[src/rtl/io_map_pkg.sv]
// Shared IO-map definitions for Risc32 memory-mapped peripherals:
// register word offsets, STATUS bit layout and the UART TX serialiser states.
package io_map_pkg;

  localparam logic [1:0] UART_DATA_OFS   = 2'd0;
  localparam logic [1:0] UART_STATUS_OFS = 2'd1;
  localparam logic [1:0] UART_DIV_OFS    = 2'd2;

  localparam int ST_BUSY_BIT  = 0;
  localparam int ST_FULL_BIT  = 1;
  localparam int ST_EMPTY_BIT = 2;
  localparam int ST_OVF_BIT   = 3;
  localparam int ST_CNT_LSB   = 4;
  localparam int ST_CNT_W     = 5;

  typedef enum logic [1:0] {
    S_IDLE,
    S_START,
    S_DATA,
    S_STOP
  } uart_tx_state_t;

  // A zero divisor would stall the baud counter, so it is promoted to 1.
  function automatic logic [15:0] clamp_div(input logic [15:0] v);
    return (v == 16'd0) ? 16'd1 : v;
  endfunction

endpackage

[src/rtl/sync_fifo.sv]
// Single-clock FIFO with separate occupancy counter; shared by UART TX and future RX.
// A push while full is accepted only when a pop happens in the same cycle.
module sync_fifo #(
  parameter int DATA_W = 8,
  parameter int DEPTH  = 4
) (
  input  logic                     clk,
  input  logic                     rst,
  input  logic                     push,
  input  logic                     pop,
  input  logic [DATA_W-1:0]        wdata,
  output logic [DATA_W-1:0]        rdata,
  output logic                     full,
  output logic                     empty,
  output logic [$clog2(DEPTH):0]   count
);

  localparam int PTR_W = $clog2(DEPTH);
  localparam int CNT_W = PTR_W + 1;
  localparam logic [CNT_W-1:0] FULL_CNT = CNT_W'(DEPTH);

  logic [DATA_W-1:0] mem [DEPTH];
  logic [PTR_W-1:0]  wr_ptr;
  logic [PTR_W-1:0]  rd_ptr;
  logic              push_ok;
  logic              pop_ok;

  assign full    = (count == FULL_CNT);
  assign empty   = (count == '0);
  assign pop_ok  = pop && !empty;
  assign push_ok = push && (!full || pop_ok);
  assign rdata   = mem[rd_ptr];

  always_ff @(posedge clk) begin
    if (push_ok)
      mem[wr_ptr] <= wdata;
  end

  always_ff @(posedge clk or posedge rst) begin
    if (rst) begin
      wr_ptr <= '0;
      rd_ptr <= '0;
      count  <= '0;
    end else begin
      if (push_ok)
        wr_ptr <= wr_ptr + PTR_W'(1);
      if (pop_ok)
        rd_ptr <= rd_ptr + PTR_W'(1);
      case ({push_ok, pop_ok})
        2'b10:   count <= count + CNT_W'(1);
        2'b01:   count <= count - CNT_W'(1);
        default: count <= count;
      endcase
    end
  end

endmodule

[src/rtl/uart_tx_mmio.sv]
// Memory-mapped 8N1 UART transmitter on the Risc32 IO bus: address decode,
// DIVISOR/STATUS registers, combinational read mux, TX FIFO and serialiser FSM.
module uart_tx_mmio
  import io_map_pkg::*;
#(
  parameter logic [31:0] BASE_ADDR   = 32'h0000_FF00,
  parameter int          FIFO_DEPTH  = 4,
  parameter logic [15:0] DEFAULT_DIV = 16'd434
) (
  input  logic        clk,
  input  logic        rst,
  input  logic [31:0] io_address,
  input  logic [31:0] io_write_value,
  input  logic        io_write_en,
  input  logic        io_read_en,
  output logic [31:0] io_read_value,
  output logic        tx
);

  localparam int CNT_W = $clog2(FIFO_DEPTH) + 1;

  logic                 sel;
  logic [1:0]           ofs;
  logic                 data_wr;
  logic                 div_wr;
  logic                 status_rd;
  logic                 pop;
  logic                 ovf_set;
  logic                 fifo_full;
  logic                 fifo_empty;
  logic [CNT_W-1:0]     fifo_count;
  logic [7:0]           fifo_rdata;
  logic [15:0]          divisor;
  logic                 overflow;
  logic [31:0]          status_word;
  uart_tx_state_t       state;
  logic [15:0]          bit_div;
  logic [15:0]          baud_cnt;
  logic [2:0]           bit_cnt;
  logic [7:0]           shreg;
  logic                 bit_end;
  logic                 unused_bits;

  assign unused_bits = ^{io_write_value[31:16], io_address[1:0]};

  assign sel       = (io_address[31:4] == BASE_ADDR[31:4]);
  assign ofs       = io_address[3:2];
  assign data_wr   = io_write_en && sel && (ofs == UART_DATA_OFS);
  assign div_wr    = io_write_en && sel && (ofs == UART_DIV_OFS);
  assign status_rd = io_read_en && sel && (ofs == UART_STATUS_OFS);
  assign bit_end   = (baud_cnt == 16'd0);

  // Pop either from IDLE or at the last clock of STOP so frames chain without a gap.
  assign pop     = !fifo_empty && ((state == S_IDLE) || ((state == S_STOP) && bit_end));
  assign ovf_set = data_wr && fifo_full && !pop;

  sync_fifo #(
    .DATA_W (8),
    .DEPTH  (FIFO_DEPTH)
  ) u_fifo (
    .clk   (clk),
    .rst   (rst),
    .push  (data_wr),
    .pop   (pop),
    .wdata (io_write_value[7:0]),
    .rdata (fifo_rdata),
    .full  (fifo_full),
    .empty (fifo_empty),
    .count (fifo_count)
  );

  always_ff @(posedge clk or posedge rst) begin
    if (rst) begin
      divisor  <= DEFAULT_DIV;
      overflow <= 1'b0;
    end else begin
      if (div_wr)
        divisor <= clamp_div(io_write_value[15:0]);
      if (ovf_set)
        overflow <= 1'b1;
      else if (status_rd)
        overflow <= 1'b0;
    end
  end

  always_comb begin
    status_word                          = '0;
    status_word[ST_BUSY_BIT]             = (state != S_IDLE);
    status_word[ST_FULL_BIT]             = fifo_full;
    status_word[ST_EMPTY_BIT]            = fifo_empty;
    status_word[ST_OVF_BIT]              = overflow;
    status_word[ST_CNT_LSB +: ST_CNT_W]  = ST_CNT_W'(fifo_count);
  end

  always_comb begin
    io_read_value = '0;
    if (io_read_en && sel) begin
      case (ofs)
        UART_STATUS_OFS: io_read_value = status_word;
        UART_DIV_OFS:    io_read_value = {16'h0000, divisor};
        default:         io_read_value = '0;
      endcase
    end
  end

  // Data shift register carries no reset; it is always loaded on pop before use.
  always_ff @(posedge clk) begin
    if (pop)
      shreg <= fifo_rdata;
    else if ((state == S_DATA) && bit_end)
      shreg <= {1'b0, shreg[7:1]};
  end

  always_ff @(posedge clk or posedge rst) begin
    if (rst) begin
      state    <= S_IDLE;
      tx       <= 1'b1;
      bit_div  <= DEFAULT_DIV;
      baud_cnt <= 16'd0;
      bit_cnt  <= 3'd0;
    end else begin
      case (state)
        S_IDLE: begin
          if (pop) begin
            state    <= S_START;
            tx       <= 1'b0;
            bit_div  <= divisor;
            baud_cnt <= divisor - 16'd1;
          end
        end
        S_START: begin
          if (bit_end) begin
            state    <= S_DATA;
            tx       <= shreg[0];
            baud_cnt <= bit_div - 16'd1;
            bit_cnt  <= 3'd0;
          end else begin
            baud_cnt <= baud_cnt - 16'd1;
          end
        end
        S_DATA: begin
          if (bit_end) begin
            baud_cnt <= bit_div - 16'd1;
            if (bit_cnt == 3'd7) begin
              state <= S_STOP;
              tx    <= 1'b1;
            end else begin
              bit_cnt <= bit_cnt + 3'd1;
              tx      <= shreg[1];
            end
          end else begin
            baud_cnt <= baud_cnt - 16'd1;
          end
        end
        S_STOP: begin
          if (bit_end) begin
            if (pop) begin
              state    <= S_START;
              tx       <= 1'b0;
              bit_div  <= divisor;
              baud_cnt <= divisor - 16'd1;
            end else begin
              state <= S_IDLE;
            end
          end else begin
            baud_cnt <= baud_cnt - 16'd1;
          end
        end
        default: begin
          state <= S_IDLE;
          tx    <= 1'b1;
        end
      endcase
    end
  end

endmodule
[config.mk]
export PLATFORM = sky130hd
export DESIGN_NAME = uart_tx_mmio
export DESIGN_NICKNAME = d
export VERILOG_FILES = /design/src/rtl/io_map_pkg.sv /design/src/rtl/sync_fifo.sv /design/src/rtl/uart_tx_mmio.sv
export SDC_FILE = /design/constraint.sdc
export NUM_CORES = 1
export LEC_CHECK = 0
export ABC_AREA = 1
export BUFFER_PORTS_ARGS = -buffer_cell sky130_fd_sc_hd__clkbuf_2
export CORE_MARGIN = 4
export CORE_UTILIZATION = 40
export DETAILED_ROUTE_END_ITERATION = 12
export SETUP_SLACK_MARGIN = 0.3
export SLEW_MARGIN = 15
export SYNTH_ARGS = -nofsm -noshare
export SYNTH_HDL_FRONTEND = slang
export SYNTH_SLANG_ARGS = --single-unit
[constraint.sdc]
create_clock -name clk -period 4 [get_ports clk]
set_clock_uncertainty 0.2 [all_clocks]
set_input_delay 0.2 -clock clk [delete_from_list [all_inputs] [get_ports clk]]
set_output_delay 0.2 -clock clk [all_outputs]
set_load 0.01 [all_outputs]
==> impl_metrics.yaml, run 1 <==
min_path:
  hold_path_class: "input pin to flop"
timing:
  finalSetupTns_ns: 0
  finalHoldViolCount: 0
  min_period_ns: 2.86
  slew_headroom_pct: 52.6
  worst_pin_slew_ns: 0.711
  rsz0062_at_grt: "no"
  fin_crit_sh_pct: 71.4
  setup_viol_count_final: 0
  fmax_mhz: 350
  report.final.slew_viol_count: 0
power:
  comb_power_share_pct: 4.4
  p_sw_share_pct: 22.7
  power.density_nw_per_um2: 291
  p_leak_uw: 0.00331
  ir_worst_vdd_uv: 232
  p_int_uw: 1620
  p_sw_uw: 477
  clock_power_share_pct: 43.9
  seq_power_share_pct: 51.7
die:
  placementRows: 45
  ioPinCount: 101
  die_area_um2: 17800
  core_um2: 15300
  die_w_um: 134
  start_util_pct: 41.2
  die_h_um: 134
clock_network:
  cts_root_buffer: "clkbuf_16"
  cts_max_path_buffers: 2
  cts.clk_slew.worst_paths_ns: 0.08
  worst_skew_pair.late_latency_ns: 0.36
  post-cts-setup-buffers: 0
  h-tree-depth: 3
  cts_tree: "done"
  cts_made_buffers: 9
  cts.sink_count: 102
layout:
  antenna_cells: 0
  fin_cells: 1075
  fillCellCount: 1565
  final_nets: 946
  final_layout_size_suffix_gt1_share_pct: 16.1
  area_growth_pct: 14.6
global_route:
  antenna_found_initial: 0
  grtUsageTotal_pct: 17.5
  grt_pass1_wl_um: 25100
  grt_overflow: 0
  grt_max_degree: 45
  first_global_vias: 5129
job:
  cap_violations: 0
critical_path:
  cp-end-kind: "flop"
  crit_fanout: 44
  worst_ep_required_time_ns: 4.10
  critPathArrivalTime_ns: 2.96
  critical_path_class: "flop to flop"
  start_kind: "flop"
logic_synthesis:
  ys_top_cells_by_area: "dfrtp_1 (20%), edfxtp_1 (19%), nand2_1 (9.4%)"
  synth_edf_count: 40
  yosysTopAreaCell: "dfrtp_1"
  syn-instance-count: 779
  async_flop_share_pct: 60.8
  synth-seq-cells: 102
  yosys.cell_count.top_type: "nand2_1"
  ys_seq_area_share_pct: 43.9
  synth_common_cells: "nand2_1 (158), nor2_1 (119), inv_1 (90), dfrtp_1 (51), nand3_1 (44)"
  synth.top_cell.area_share_pct: 20.2
  synth_area_per_cell_um2: 8.10
  synth_cell_types: 52
  yosysWarnings: 0
  syn-cell-area_um2: 6310
  yosys_most_used_dff: "dfrtp_1"
placement:
  gp_congestion: 0.896
  post-dp-hpwl_um: 11300
  dp.cells: 1042
  numPortBuffers: 66
routing:
  vias_per_cell: 4.95
  first_iter_violations: 332
  drtAntennaViolNets: 0
  route.detailed.drc: 0
  wl_per_cell_um: 14.2
  first_pass_iters: 5
  num_vias: 5326
  wirelength_um: 15300
outcome:
  status: "finished, final reports clean"
area by class of cell:
cell class	instances	area (µm²)	area share (%)
multi-input cells	565	2990	41.4
repair buffers	88	538	7.44
clock buffers	10	229	3.17
flip-flops and latches	102	2770	38.3
well taps	211	264	3.65
inverters	93	362	5.00
clock inverters	6	81.3	1.12
routing by layer:
metal / track usage [%] / vias up / wire length [µm]
met4: 6.69 / 0 / 401
li1: - / 2706 / -
met5: 0 / - / 0
met3: 3.44 / 24 / 829
met2: 28.1 / 131 / 6960
met1: 23.4 / 2465 / 7080
power by group through the flow:
stage                     Combinational (µW)  Sequential, µW  Clock, µW
after global placement                  79.7            1110          0
after CTS                               93.9            1090        947
after floorplan                         48.1            1110          0
final                                   92.5            1090        924
after detailed placement                80.7            1110          0
after global routing                     105            1090        981
cells in the final DEF (no fill, tap or decap), types with 2 or more instances in the layout:
cell	n
o2111ai_1	2
a21oi_1	10
o21ai_0	42
o211ai_2	5
nand3_1	44
clkbuf_16	9
nand2_1	158
and3_1	2
inv_2	2
edfxtp_1	40
a31oi_1	8
dfrtp_1	51
nor3_1	16
clkbuf_2	66
dfstp_2	11
dlygate4sd3_1	17
buf_4	5
nor2_1	119
xor2_1	22
nand4_1	5
nand4_2	2
o211ai_1	12
o22ai_1	10
or2_2	2
nor2_4	3
nor4_1	4
ha_1	18
inv_1	89
o21ai_1	19
inv_8	3
nor3b_1	5
xnor2_1	5
nand2_4	2
nand2_2	6
a22oi_1	2
mux2_2	6
nor2_2	7
conb_1	16
nand3_2	3
final timing paths:
check / startpoint / to / slack, ns / cells past startpoint
min in group asynchronous: rst / baud_cnt[1] / 0.26 / 3
max reg2reg: baud_cnt[0] / u_fifo.count[2] / 1.14 / 15
min: io_write_en / overflow / 0.03 / 5
max: baud_cnt[0] / u_fifo.count[2] / 1.14 / 15
max in group asynchronous: rst / bit_div[7] / 2.45 / 4
min reg2reg: divisor[1] / divisor[1] / 0.27 / 2
metrics by stage:
stage | hold slack (ns) | total power, µW | setup slack [ns] | cell area, µm² | util [%]
2_1_floorplan | 0.0989 | 1160 | 1.72 | 6360 | -
3_3_place_gp | 0.116 | 1190 | 1.22 | 6750 | 44.1
3_5_place_dp | 0.120 | 1190 | 1.21 | 6750 | 44.1
4_1_cts | 0.0150 | 2130 | 1.20 | 7230 | 47.2
5_1_grt | 0.0695 | 2170 | 0.936 | 7230 | 47.2
6_report | 0.0271 | 2100 | 1.14 | 7230 | 47.2
timing repair:
| action | CTS | global route |
|---|---|---|
| endpoints found under the hold margin | 74 | 0 |
| resized for setup | 0 | 0 |
| hold buffers | 17 | 0 |
| endpoints found under the setup margin | 0 | 0 |
sequential cells by signal, summed over array words and instances (netlist names), 3 cells and up:
register / count
baud_cnt: 16
bit_cnt: 3
bit_div: 16
divisor: 16
shreg: 8
u_fifo.count: 3
u_fifo.mem: 32
worst max-delay path: stages, from the launching register on:
cell and delay [ns]:
dfrtp_1 0.40, inv_1 0.12, ha_1 0.22, nand2_1 0.08, nor2_2 0.13, nand3_1 0.18, nand2_2 0.15, nand2_4 0.17
clkinv_8 0.24, nand2_4 0.09, fa_1 0.41, inv_1 0.10, nand4_1 0.09, nand3_1 0.10, nand2_1 0.06, inv_1 0.04
kinds of logic (layout without fill, tap and decap cells):
group | count (synthesis) | in the layout | synth area share [%]
fa+ha+maj | 19 | 19 | 3.89
simple gates | 380 | 380 | 26.5
xor+xnor | 27 | 27 | 3.75
mux | 6 | 6 | 1.07
flops | 102 | 102 | 43.9
compound gates | 117 | 117 | 11.3
other cells | 1 | 16 | 0.0594
buf+inv | 127 | 197 | 9.64
Power figures use the tool's default switching activity.
==> run 2, diff against run 1 <==
clock period = 2.4 ns   (was 4 ns; I/O delays follow)
==> run 2 against run 1 <==
Effect of this change: maximum frequency increased by 31%; highest routed layer unchanged; power increased by 63%; sequential power increased by 66%; largest cell class unchanged; utilization increased by 4.4 points; non-clock buffer count increased by 58.
==> impl_metrics.yaml, run 2 (synthesized netlist as in run 1, its figures left out) <==
min_path:
  hold_path_class: "input pin to flop"
  min_delay_path_depth: 5
  holdPathEnd: "divisor[1]"
  worstHoldStart: "io_write_en"
critical_path:
  reg2reg_setup_slack_ns: 0.21
  critical_path_class: "flop to flop"
  cp_top_family: "simple AND/OR/NAND/NOR gates"
  r2r_end: "u_fifo.mem[0][0]"
  slowest_stage: "dfrtp_1"
  worst_ep_required_time_ns: 2.28
  crit_fanout: 8
  start_kind: "flop"
  path_buf_inv: 3
  cp_cell_sequence: "nor2_2 > nand2_2 > nor2_4 > nand3_2 > nand2_4 > buf_4 > nor2_2 > nor2_4 > inv_4 > nor2_4 > buf_12"
  crit_top_cell: "nor2_4"
  slowest_delay_ns: 0.41
  critPathArrivalTime_ns: 2.06
  r2r-start: "baud_cnt[5]"
  cp-end-kind: "flop"
  reg2reg_depth: 11
layout:
  layout_commonest_cell: "nand2_1"
  final_layout_size_suffix_gt1_share_pct: 25.9
  layout_common_cells: "nand2_1 (152), nor2_1 (107), inv_1 (80)"
  fin_util_pct: 51.7
  antenna_cells: 0
  area_growth_pct: 25.4
  top_register: "u_fifo.mem"
  fillCellCount: 1485
  final_nets: 1004
  largest_reg_flops: 32
timing:
  rsz0062_at_grt: "yes"
  fin_ws_ns: 0.214
  fmax_mhz: 457
  report.final.slew_viol_count: 0
  min_period_ns: 2.19
  setup_viol_count_final: 0
  finalSetupTns_ns: 0
  finalHoldViolCount: 0
  worst_pin_slew_ns: 0.631
  slew_headroom_pct: 57.5
  fin_crit_sh_pct: 91.1
routing:
  num_vias: 5693
  route.detailed.drc: 0
  vias_per_cell: 5.02
  wl_per_cell_um: 14.4
  drtAntennaViolNets: 0
  first_iter_violations: 474
  wirelength_um: 16300
  first_pass_iters: 5
clock_network:
  cts.clk_slew.worst_paths_ns: 0.08
  cts_tree: "done"
  worst_skew_pair.late_latency_ns: 0.36
  cts_max_path_buffers: 2
  cts_root_buffer: "clkbuf_16"
  h-tree-depth: 3
  cts.sink_count: 102
  cts_made_buffers: 9
global_route:
  antenna_found_initial: 0
  grtUsageTotal_pct: 18.2
  grt_overflow: 0
  first_global_vias: 5216
  grt_pass1_wl_um: 25900
  grt_max_degree: 33
die:
  start_util_pct: 41.2
  die_h_um: 134
  ioPinCount: 101
  placementRows: 45
  core_um2: 15300
  die_w_um: 134
  die_area_um2: 17800
power:
  power.density_nw_per_um2: 432
  p_leak_uw: 0.00363
  ir_worst_vdd_uv: 347
placement:
  post-dp-hpwl_um: 11800
  pre_cts_ws_ns: 0.112
  numPortBuffers: 66
  gp_congestion: 0.852
job:
  cap_violations: 0
outcome:
  status: "finished, final reports clean"
run 2: repair_timing:
action / in CTS / in global routing
hold endpoints to repair: 69 / 0
setup buffers: 21 / 9
pin swaps: 17 / 11
resized for setup: 16 / 44
hold buffers: 17 / 0
setup endpoints to repair: 61 / 69
run 2: worst register-to-register path, cell delays in order (launching register included):
cell     delay [ns]
dfrtp_1        0.41
nor2_2         0.17
nand2_2        0.12
nor2_4         0.13
nand3_2        0.11
nand2_4        0.10
buf_4          0.11
nor2_2         0.04
nor2_4         0.16
inv_4          0.08
nor2_4         0.13
buf_12         0.13
run 2: worst max-delay path by stage:
| stage | startpoint | endpoint | slack [ns] | cells past startpoint |
|---|---|---|---|---|
| final | baud_cnt[5] | u_fifo.mem[0][0] | 0.21 | 11 |
| after global routing | baud_cnt[5] | u_fifo.count[2] | 0.12 | 14 |
| after CTS | baud_cnt[1] | u_fifo.count[2] | 0.29 | 15 |
| after detailed placement | baud_cnt[12] | u_fifo.count[2] | 0.11 | 13 |
| after global placement | baud_cnt[12] | u_fifo.count[2] | 0.15 | 13 |
| after floorplan | baud_cnt[0] | u_fifo.count[2] | 0.30 | 14 |
run 2: cell type report:
class                   instances  area, µm²  area share, %
clock buffers                  10        229           2.89
clock inverters                 6       60.1          0.759
inverters                      93        368           4.65
multi-input cells             565       3170           40.1
flip-flops and latches        102       2770           35.0
well taps                     211        264           3.34
repair buffers                146       1050           13.3
run 2: where the power goes:
part | leakage [µW] | switching [µW] | internal (µW)
combinational | 0.00239 | 95.8 | 63.1
clock | 0.000143 | 717 | 734
sequential | 0.00110 | 0.000293 | 1810
total | 0.00363 | 813 | 2610
run 2: through the flow:
step                      std cells  instance area, µm²  total power (µW)  hold slack [ns]
after detailed placement       1070                7040              1980          -0.0384
after global routing           1133                7910              3540            0.120
after floorplan                 794                6390              1930           0.0189
after CTS                      1124                7700              3450           0.0432
after global placement         1070                7040              1980          -0.0480
final                          1133                7910              3420           0.0568
run 2: layer usage:
metal	vias to the layer above	track usage, %	part of all wire [%]
li1	2819	-	-
met5	-	0	0
met1	2645	24.1	45
met3	39	3.78	5.3
met4	0	7.60	3.4
met2	190	29.0	46
==> run 3, diff against run 2 <==
BUFFER_PORTS_ARGS = unset   (was -buffer_cell sky130_fd_sc_hd__clkbuf_2)
DONT_BUFFER_PORTS = 1   (was unset)
==> run 3 against run 2 <==
Effect of this change: sequential power is essentially flat; final cell count shrank 7.2%; routed wire length decreased by 4.0%; register-to-register slack better by 0.02 ns; utilization is 2.7 points lower; maximum frequency grew 0.97%; power up 2.0%; worst setup slack better by 0.021 ns; critical path depth stayed put; largest cell class unchanged; first-iteration DRC count fell by 23%.
==> impl_metrics.yaml, run 3 (synthesized netlist as in run 1, its figures left out) <==
outcome:
  status: "finished, final reports clean"
routing:
  vias_per_cell: 5.03
  route.detailed.drc: 0
  num_vias: 5291
  first_pass_iters: 7
  wl_per_cell_um: 14.9
  wirelength_um: 15600
  first_iter_violations: 365
  drtAntennaViolNets: 0
critical_path:
  crit_start: "baud_cnt[15]"
  crit_fanout: 8
  cp-end-kind: "flop"
  crit_top_cell: "nor2_4"
  slowest_delay_ns: 0.43
  start_kind: "flop"
  cp_cell_sequence: "inv_2 > nand3_1 > nor2_2 > nand3_2 > nand2_4 > buf_4 > nor2_4 > nor2_4 > inv_4 > nor2_4 > buf_12"
  critPathArrivalTime_ns: 2.04
  worst_ep_required_time_ns: 2.28
  r2r-start: "baud_cnt[15]"
  reg2reg_depth: 11
  slowest_stage: "dfrtp_1"
  cp_top_family: "simple AND/OR/NAND/NOR gates"
  r2r_end: "u_fifo.mem[2][0]"
  critical_path_class: "flop to flop"
  reg2reg_setup_slack_ns: 0.23
  path_buf_inv: 4
clock_network:
  h-tree-depth: 3
  cts_max_path_buffers: 2
  cts.sink_count: 102
  cts.clk_slew.worst_paths_ns: 0.07
  cts_made_buffers: 9
  worst_skew_pair.late_latency_ns: 0.36
  cts_tree: "done"
  cts_root_buffer: "clkbuf_16"
power:
  clock_power_share_pct: 44.7
  p_int_uw: 2680
  p_sw_uw: 806
  seq_power_share_pct: 51.9
  power.density_nw_per_um2: 466
  comb_power_share_pct: 3.4
  p_total_uw: 3490
  ir_worst_vdd_uv: 311
  p_sw_share_pct: 23.1
  p_leak_uw: 0.00328
min_path:
  worstHoldStart: "io_read_en"
  holdPathEnd: "overflow"
  hold_path_class: "input pin to flop"
  min_delay_path_depth: 4
die:
  ioPinCount: 101
  die_h_um: 134
  die_w_um: 134
  placementRows: 45
  core_um2: 15300
  die_area_um2: 17800
  start_util_pct: 41.2
timing:
  rsz0062_at_grt: "yes"
  setup_viol_count_final: 0
  report.final.slew_viol_count: 0
  slew_headroom_pct: 55.7
  fmax_mhz: 462
  finalSetupTns_ns: 0
  fin_crit_sh_pct: 90.2
  finalHoldViolCount: 0
  worst_pin_slew_ns: 0.659
  min_period_ns: 2.17
layout:
  largest_reg_flops: 32
  final_layout_size_suffix_gt1_share_pct: 18.3
  final_nets: 922
  layout_commonest_cell: "nand2_1"
  layout_common_cells: "nand2_1 (156), nor2_1 (106), inv_1 (80)"
  antenna_cells: 0
  top_register: "u_fifo.mem"
  area_growth_pct: 18.7
  final_area_um2: 7490
global_route:
  grt_pass1_wl_um: 25400
  grt_max_degree: 63
  antenna_found_initial: 0
  first_global_vias: 5085
  grtUsageTotal_pct: 17.7
  grt_overflow: 0
job:
  cap_violations: 0
placement:
  post-dp-hpwl_um: 11200
  gp_congestion: 0.873
  place_area_um2: 6690
  numPortBuffers: 0
## run 3: cell types whose count changed in the layout (fill, tap and decap cells not counted), sizes merged
cell         before  now
clkbuf           75    9
buf              64   46
inv              94   92
bufinv            0    1
clkinv            4    6
dlygate4sd3      17   18
## run 3: cell type report
class,instances,area (µm²)
well taps,211,264
clock buffers,9,225
multi-input cells,565,3170
clock inverters,7,93.8
repair buffers,64,601
inverters,93,368
flip-flops and latches,102,2770
fillers,1507,7820
## run 3: repair_timing
item / in CTS / in global routing
pin swaps: 6 / 19
setup buffers: 10 / 9
setup endpoints to repair: 53 / 62
gates resized for setup: 12 / 33
endpoints found under the hold margin: 111 / 0
hold buffers: 18 / 0
## run 3: worst max-delay path by stage
| stage | end | slack, ns | cells after the start |
|---|---|---|---|
| global placement | u_fifo.count[2] | 0.15 | 13 |
| CTS | u_fifo.count[2] | 0.24 | 15 |
| finish | u_fifo.mem[2][0] | 0.23 | 11 |
| detailed placement | u_fifo.count[2] | 0.16 | 13 |
| floorplan | u_fifo.count[2] | 0.30 | 14 |
| global route | u_fifo.mem[2][0] | 0.14 | 11 |
## run 3: worst min-delay path: stages
cell     delay (ns)
nand3_1        0.06
buf_4          0.23
o21ai_0        0.11
nand2_1        0.07
## run 3: stage by stage
stage	utilization, %	std cells	setup WS [ns]	hold slack, ns
finish	48.9	1051	0.235	0.0683
global route	48.9	1051	0.138	0.121
detailed placement	43.7	998	0.160	-0.0973
global placement	43.7	998	0.152	-0.101
floorplan	-	794	0.297	0.0189
CTS	47.6	1042	0.237	0.0331
## run 3: power by group through the flow
stage / Sequential [µW] / Combinational (µW) / Clock, µW
6_report: 1810 / 119 / 1560
5_1_grt: 1810 / 138 / 1670
4_1_cts: 1810 / 120 / 1580
3_5_place_dp: 1850 / 80.7 / 0
3_3_place_gp: 1850 / 79.7 / 0
2_1_floorplan: 1850 / 80.2 / 0
## run 3: per-layer routing
metal,GRT usage (%),up-vias,routed length [µm]
li1,-,2648,-
met1,23.9,2484,7110
met2,28.9,137,7370
met3,3.32,22,782
met4,5.66,0,367
met5,0,-,0
